===== config.mk =====
export PLATFORM = sky130hd
export DESIGN_NAME = eaglesong_absorb_stream
export DESIGN_NICKNAME = d
export VERILOG_FILES = /design/src/rtl/eaglesong_absorb_stream.sv
export SDC_FILE = /design/constraint.sdc
export NUM_CORES = 1
export LEC_CHECK = 0
export ABC_AREA = 1
export CAP_MARGIN = 5
export CORE_ASPECT_RATIO = 1.2
export CORE_MARGIN = 3
export CORE_UTILIZATION = 45
export DETAILED_ROUTE_END_ITERATION = 6
export PLACE_DENSITY = 0.7
export SLEW_MARGIN = 40
export SYNTH_ARGS = -nofsm -noshare
export SYNTH_HDL_FRONTEND = slang
export SYNTH_SLANG_ARGS = --single-unit

===== constraint.sdc =====
create_clock -name clk -period 4.29 [get_ports clk]
set_input_delay 1.287 -clock clk [delete_from_list [all_inputs] [get_ports clk]]
set_output_delay 1.287 -clock clk [all_outputs]
set_load 0.02 [all_outputs]

===== src/rtl/eaglesong_absorb_stream.sv =====
// eaglesong_absorb_stream: packs message byte beats into Eaglesong rate blocks with delimiter padding
// and hands each finished block to the absorb stage over valid/ready.
module eaglesong_absorb_stream #(
   parameter int         RATE_WORDS = 8,
   parameter int         IN_BYTES   = 4,
   parameter logic [7:0] DELIMITER  = 8'h06
) (
   input  logic                           clk,
   input  logic                           reset_n,
   input  logic                           in_valid,
   output logic                           in_ready,
   input  logic [8*IN_BYTES-1:0]          in_data,
   input  logic [$clog2(IN_BYTES+1)-1:0]  in_nbytes,
   input  logic                           in_last,
   output logic                           blk_valid,
   input  logic                           blk_ready,
   output logic [32*RATE_WORDS-1:0]       blk_words,
   output logic                           blk_first,
   output logic                           blk_last,
   output logic                           err
);
   localparam int RB = 4*RATE_WORDS;
   localparam int CW = $clog2(RB+1);
   localparam int NW = $clog2(IN_BYTES+1);

   typedef enum logic [1:0] {S_FILL, S_HOLD, S_PAD} state_t;

   state_t        r_state;
   logic [7:0]    r_buf [RB];
   logic [CW-1:0] r_cnt;
   logic          r_pend, r_first, r_blk_first, r_blk_last, r_err;
   logic [7:0]    w_buf_n [RB];
   logic [CW-1:0] w_cnt_n;
   logic          w_take, w_bad, w_load, w_dlm, w_clr, w_pad, w_done;

   assign in_ready  = r_state == S_FILL;
   assign blk_valid = r_state == S_HOLD;
   assign blk_first = r_blk_first;
   assign blk_last  = r_blk_last;
   assign err       = r_err;

   assign w_take  = in_valid && in_ready;
   assign w_bad   = in_nbytes > NW'(IN_BYTES) || (!in_last && in_nbytes != NW'(IN_BYTES));
   assign w_load  = w_take && !w_bad;
   assign w_cnt_n = r_cnt + CW'(in_nbytes);
   assign w_done  = in_last || w_cnt_n == CW'(RB);
   assign w_dlm   = w_load && in_last && w_cnt_n < CW'(RB);
   assign w_clr   = blk_valid && blk_ready;
   assign w_pad   = r_state == S_PAD;

   // Byte buffer next state: data lands at byte_cnt onward, delimiter right after the last data byte.
   always_comb begin
      w_buf_n = r_buf;
      for (int p = 0; p < RB; p++) begin
         for (int b = 0; b < IN_BYTES; b++)
            if (p >= b && w_load && b < int'(in_nbytes) && int'(r_cnt) == p - b) w_buf_n[p] = in_data[8*b +: 8];
         if (w_dlm && int'(w_cnt_n) == p) w_buf_n[p] = DELIMITER;
         if (w_clr) w_buf_n[p] = 8'h00;
         if (w_pad && p == 0) w_buf_n[p] = DELIMITER;
      end
   end

   // Only present bytes shift into a word, so a partially filled word is right-aligned.
   always_comb begin
      blk_words = '0;
      for (int w = 0; w < RATE_WORDS; w++)
         blk_words[32*w +: 32] = {r_buf[4*w], r_buf[4*w+1], r_buf[4*w+2], r_buf[4*w+3]} >>
            (r_cnt >= CW'(4*w+4) ? 0 : r_cnt <= CW'(4*w) ? 32 : 8*(4*w+4-int'(r_cnt)));
   end

   always_ff @(posedge clk or negedge reset_n) begin
      if (!reset_n) begin
         r_state     <= S_FILL;
         r_cnt       <= '0;
         r_pend      <= 1'b0;
         r_first     <= 1'b1;
         r_blk_first <= 1'b0;
         r_blk_last  <= 1'b0;
         r_err       <= 1'b0;
         for (int p = 0; p < RB; p++) r_buf[p] <= 8'h00;
      end else begin
         r_buf <= w_buf_n;
         case (r_state)
            S_FILL: if (w_take) begin
               if (w_bad) r_err <= 1'b1;
               else begin
                  if (r_cnt == '0) r_blk_first <= r_first;
                  r_cnt <= w_dlm ? w_cnt_n + CW'(1) : w_cnt_n;
                  if (w_done) begin
                     r_state    <= S_HOLD;
                     r_blk_last <= w_dlm;
                     r_pend     <= in_last && !w_dlm;
                  end
               end
            end
            S_HOLD: if (blk_ready) begin
               r_state     <= r_pend ? S_PAD : S_FILL;
               r_cnt       <= '0;
               r_first     <= r_blk_last;
               r_blk_first <= 1'b0;
               r_blk_last  <= 1'b0;
            end
            S_PAD: begin
               r_state     <= S_HOLD;
               r_cnt       <= CW'(1);
               r_pend      <= 1'b0;
               r_blk_first <= 1'b0;
               r_blk_last  <= 1'b1;
            end
            default: r_state <= S_FILL;
         endcase
      end
   end
endmodule


Word-level counts from Yosys, hierarchy flattened
Cells that the tools add are included.
{"block": "word_totals", "out_inout_bits": 261, "ff_bits": 269, "in_bits": 40}
{"block": "classes", "mux": 227, "reduce_logical": 215, "shift": 8, "n_eq_ne": 71, "add_sub_neg": 10, "magnitude_cmp": 22}
{"cell": "$mux W8", "count": 187}
{"cell": "$mux W32", "count": 16}
{"cell": "$shr A32 B32 Y32", "count": 8}
{"cell": "$eq A6 B6 Y1 const B", "count": 33}
{"cell": "$reduce_bool A6 Y1", "count": 29}
{"cell": "$logic_and A1 B1 Y1", "count": 165}
{"cell": "$eq A6 B5 Y1 const B", "count": 16}
{"cell": "$eq A6 B4 Y1 const B", "count": 8}
{"cell": "$sub A5 B6 Y7 const A", "count": 4}
{"cell": "$eq A6 B3 Y1 const B", "count": 4}
{"cell": "$ge A6 B5 Y1 const B", "count": 4}
{"cell": "$le A6 B5 Y1 const B", "count": 4}
{"cell": "$mux W6", "count": 4}
{"cell": "$logic_not A6 Y1", "count": 3}
{"cell": "$pmux W6 S3", "count": 1}
{"cell": "$sub A4 B6 Y7 const A", "count": 2}
{"cell": "$eq A6 B2 Y1 const B", "count": 2}
{"cell": "$ge A6 B4 Y1 const B", "count": 2}
{"cell": "$le A6 B4 Y1 const B", "count": 2}
{"cell": "$reduce_and A4 Y1", "count": 3}
{"cell": "$mux W1", "count": 10}
{"cell": "$mux W2", "count": 5}
{"cell": "$reduce_and A5 Y1", "count": 2}
{"cell": "$ne A2 B1 Y1 const B", "count": 4}
{"cell": "other kinds (28)", "count": 35}

Logic depth before layout (Yosys ltp)
{"block": "logic_depth", "word_depth": 13, "ltp_mapped": 18, "depth_no_buf": 17}

Least setup slack after synthesis
No wires, ideal clock.
{"block": "synth_timing", "path_kind": "register to output", "startpoint": "reg r_cnt[0]", "endpoint": "out blk_words[72]", "path_buffers": 2, "path_stages_with_launch": 15, "required_time_ps": 3003, "t_arrival_ps": 2660, "setup_slack_ps": 343, "path_cell_list": "dfrtp_1 buf_2 inv_2 ha_1 inv_2 nor2_2 nand2_1 nor2_2 inv_1 nand3_1 nor2_2 inv_1 clkbuf_1 nand2_1 o21ai_0"}
{"block": "synth_between", "elab_chain_len": 4, "word_cells_on_any_way": 6, "classes_between": "add/sub (1); order compare (2); shift (1); mux (2)"}
{"element": "from (decl)", "line": "30", "source": "logic [CW-1:0] r_cnt;"}
{"element": "from (signal assigned)", "line": "88", "source": "r_cnt <= w_dlm ? w_cnt_n + CW'(1) : w_cnt_n;"}
{"element": "$sub A4 B6 Y7 or $le A6 B4 Y1 (tied branches)", "line": "68", "source": "(r_cnt >= CW'(4*w+4) ? 0 : r_cnt <= CW'(4*w) ? 32 : 8*(4*w+4-int'(r_cnt)));"}
{"element": "$mux W32", "line": "68"}
{"element": "$mux W32 (*)", "line": "68"}
{"element": "$shr A32 B32 Y32 (*)", "line": "67", "source": "blk_words[32*w +: 32] = {r_buf[4*w], r_buf[4*w+1], r_buf[4*w+2], r_buf[4*w+3]} >>"}
{"element": "to (decl)", "line": "17", "source": "output logic [32*RATE_WORDS-1:0] blk_words,"}
Mark *: on every way between the ends. The rest lies on a longest branch, timed or not.

Worst setup path after layout
{"block": "layout_timing", "startpoint": "reg r_cnt[0]", "endpoint": "out blk_words[100]"}
{"block": "layout_between", "elab_chain_len": 4, "word_cells_on_any_way": 6, "classes_between": "add/sub (1); order compare (2); shift (1); mux (2)"}
{"element": "$sub A5 B6 Y7 or $le A6 B4 Y1 (tied branches)", "line": "68"}
{"element": "$mux W32", "line": "68"}
{"element": "$mux W32 (*)", "line": "68"}
{"element": "$shr A32 B32 Y32 (*)", "line": "67"}
Marks and branches as above.

==> summary.md <==
| Metric | Value |
|---|---|
| Worst VDD drop | 0.413 mV |
| Final worst slack | -0.0636 ns |
| Yosys top cell by area | nand2_1 |
| Primary FF master, synth | dfrtp_1 |
| Hold buffers post-CTS | 0 |
| Net Count, Synth | between 5000 and 6000 |
| Initial antenna violation count | 4 |
| Crit Path Class | flip-flop to output pin |
| Layout Cells excl Fill | around 6300 |
| GP Congestion | about 1.1 |
| Dpl cells | roughly 6200 |
| CP endpoint kind | output pin |
| I/O pin count | approximately 300 |
| Largest net degree at the start of global routing | just under 100 |
| Yosys top cell area share | 0.292 |
| Crit path time final | roughly 4.4 ns |
| Number of distinct library cells after synthesis | between 40 and 50 |
| Critical Path RT | about 3 ns |
| Fin Hold WS | 0.476 ns |
| Net count, final | roughly 5500 |
| Clock buffer depth | 3 |
| Post-synth EDFFs | 0 |
| Drt first pass iters | 7 |
| Finish-stage setup viols | 2 |
| Syn_area_per_cell | between 5 and 6 µm² |
| Vias in the first global route | 32700 |
| Antenna Nets Post-Route | 0 |
| Async S/R FF share, synth | 1.00 |
| Post-Syn Area | approximately 0.027 mm² |
| CTS buffer count | 34 |
| Share of cells above drive strength 1 | 0.170 |
| Synth top area cells | nand2_1 (29%), dfrtp_1 (25%), nor2_1 (8.0%) |
| Final period utilization | 1.01 |
| Crit start category | flip-flop |
| Htree depth | 2 |
| Initial Util | 0.456 |
| Row count | about 100 |
| Hpwl dp | 97900 µm |
| Critical Path Fanout Max | 6 |
| Final Skew | about 0.037 ns |
| Mapped Cells | 4978 |
| First-pass GRT wire length | between 150000 and 200000 µm |
| Total GRT Usage | 0.412 |
| Core Region | 0.0597 mm² |
| Fill count | 6242 |
| Least-Margin Pin Slew | 0.919 ns |
| Hold Crit Class | flip-flop to flip-flop |
| #FFs+latches synth | 269 |
| Worst slew margin | 0.385 |
| Drt drc | 1 |
| Failing checks | DRC, setup timing |
| Die Span Y | around 280 µm |
| Slew Limit Fails | 0 |
| Die width | between 200 and 250 µm |
| Via count | roughly 36000 |
| Power density cells | approximately 560 mW/mm² |
| Fmax | 230 MHz |
| Clock Root Buffer | clkbuf_16 |
| Synth-to-layout area growth | 27.8% |
| CTS sink count | ~270 |
| Synth Warn # | 0 |
| Worst-path clk slew | 0.07 ns |
| Final hold vios | 0 |
| Drt wl/cell | approximately 22 µm |
| GRT overflow | 0 |
| DRT iter0 DRCs | between 5000 and 6000 |
| Routed wire length | 137000 µm |
| CP arrival | 3.07 ns |
| Die area | 0.0635 mm² |
| Max Cap Violations | 0 |
| RSZ-0062 raised after global routing | yes |
| Vias per cell | approximately 5.7 |
| Clock Latency Late Sink | roughly 0.57 ns |
| CTS tree | yes |
| Status | finished, violations left |
| IO Port Bufs | 300 |
| P_leak | 18.4 nW |
| Setup tns final | -0.0775 ns |
| Register area share after synthesis | 0.247 |
==> cells in the final DEF (no fill, tap or decap), types with 14 or more instances in the layout <==
cell             Yosys  routed
ha_1                15      14
nand2_2             19      29
inv_1              333     323
buf_12               0      33
clkbuf_16            0      39
a21oi_1            230     221
o21ai_1             26      47
clkbuf_2             0      55
buf_4                8     368
clkinv_1            21      19
nor2_2              70      69
inv_2               48      47
o211ai_1            73      73
clkdlybuf4s50_1      0      43
o22ai_1             59      55
buf_2               75      71
nor2_1             582     566
nor2_4              46      63
nand3_2             10      19
o21ai_0            371     330
nand2_1           2120    2102
nand4_1             15      15
nand3_1            379     367
o21ai_2              0      18
dlygate4sd2_1        0      72
dfrtp_1            268     267
buf_6                3      27
==> cells in the mapped netlist (2+ instances only) <==
| library cell | count |
|---|---|
| a31oi_1 | 4 |
| nand2_2 | 19 |
| buf_6 | 3 |
| a21oi_2 | 4 |
| inv_1 | 333 |
| clkinv_1 | 21 |
| and2_1 | 2 |
| nor3_1 | 9 |
| nor2_4 | 46 |
| xor2_1 | 2 |
| or2_2 | 2 |
| nand2_4 | 2 |
| nand3_2 | 10 |
| o21ai_1 | 26 |
| a21oi_1 | 230 |
| nand3_1 | 379 |
| clkbuf_1 | 151 |
| a21boi_1 | 4 |
| buf_2 | 75 |
| o22ai_1 | 59 |
| buf_4 | 8 |
| o31ai_1 | 5 |
| a211oi_1 | 3 |
| nor2_2 | 70 |
| dfrtp_1 | 268 |
| inv_2 | 48 |
| o21ai_0 | 371 |
| nand2_1 | 2120 |
| buf_1 | 9 |
| o211ai_1 | 73 |
| nand4_1 | 15 |
| nor2_1 | 582 |
| ha_1 | 15 |
==> metal layers <==
layer | vias to the layer above | share of wire | routed length, µm | global-route usage
li1 | 16800 | - | - | -
met1 | 16300 | 0.38 | 51900 | 0.522
met2 | 2215 | 0.43 | 58900 | 0.639
met3 | 578 | 0.12 | 16100 | 0.100
met4 | 2 | 0.073 | 9940 | 0.243
met5 | - | 0.000095 | 13 | 0
==> flip-flops by register name, summed over array words and instances, names as in the netlist <==
name and count:
err 1, r_cnt 6, r_buf 256, r_pend 1, blk_first 1, r_first 1
blk_last 1, r_state 2
==> critical path: stages, from the launching register on <==
cell	delay (ns)
dfrtp_1	0.41
buf_6	0.13
buf_6	0.11
nor2_4	0.12
buf_6	0.13
nand2_4	0.05
a21oi_4	0.15
buf_6	0.14
nand3_4	0.09
buf_6	0.14
nor2_4	0.15
buf_12	0.13
inv_6	0.03
nor2_4	0.18
buf_6	0.15
buf_6	0.09
nand3_2	0.07
o21ai_2	0.09
buf_6	0.14
==> through the flow <==
stage | cell area, µm² | util | worst slack [ns] | power [mW]
global route | 34800 | 0.583 | -0.118 | 20.8
finish | 34800 | 0.583 | -0.0636 | 19.6
floorplan | 27200 | - | 0.343 | 10.9
detailed placement | 33200 | 0.556 | -0.0626 | 16.0
CTS | 34700 | 0.581 | -0.180 | 19.0
global placement | 33200 | 0.556 | -0.0609 | 16.0
==> repair_timing <==
item / CTS / global route
gates resized for setup: 691 / 329
buffers inserted: 23 / 18
pin swaps: 8 / 22
cloned: 4 / 4
endpoints found under the setup margin: 256 / 250
==> kinds of logic (layout without fill, tap and decap cells) <==
group | count (synthesis) | count (layout) | synth area share
AOI/OAI and AO/OA | 784 | 784 | 0.156
xor gates and xnor gates | 3 | 3 | 0.000965
adders and majority gates | 16 | 16 | 0.00763
buffers and inverters | 648 | 1163 | 0.0947
DFF | 269 | 269 | 0.247
other | 0 | 2 | 0
and+or+nand+nor | 3258 | 3258 | 0.493
==> path summary, 6_finish.rpt <==
check	start	cells after the start	endpoint	slack (ns)
min	r_buf[162]	2	r_buf[162]	0.48
max reg2reg	r_state[0]	14	r_buf[162]	0.99
min reg2reg	r_buf[162]	2	r_buf[162]	0.48
max	r_cnt[0]	18	blk_words[100]	-0.06
max in group asynchronous	reset_n	3	r_buf[98]	2.69
min in group asynchronous	reset_n	1	r_buf[40]	0.62
==> power by group <==
part	internal (mW)	switching [mW]	total [mW]
registers	3.65	0.858	4.51
logic	4.21	7.84	12.1
clock network	1.80	1.23	3.03
total	9.66	9.93	19.6
==> cell type report <==
type / instances / area [µm²] / area share
diodes: 2 / 5.00 / 0.000144
well taps: 800 / 1000 / 0.0288
clock buffers: 46 / 987 / 0.0284
repair buffers: 702 / 5910 / 0.170
inverters: 402 / 1550 / 0.0446
clock inverters: 13 / 161 / 0.00464
flip-flops and latches: 269 / 6730 / 0.194
multi-input cells: 4061 / 18400 / 0.530
Note: power is estimated with default switching activity, not from simulation.
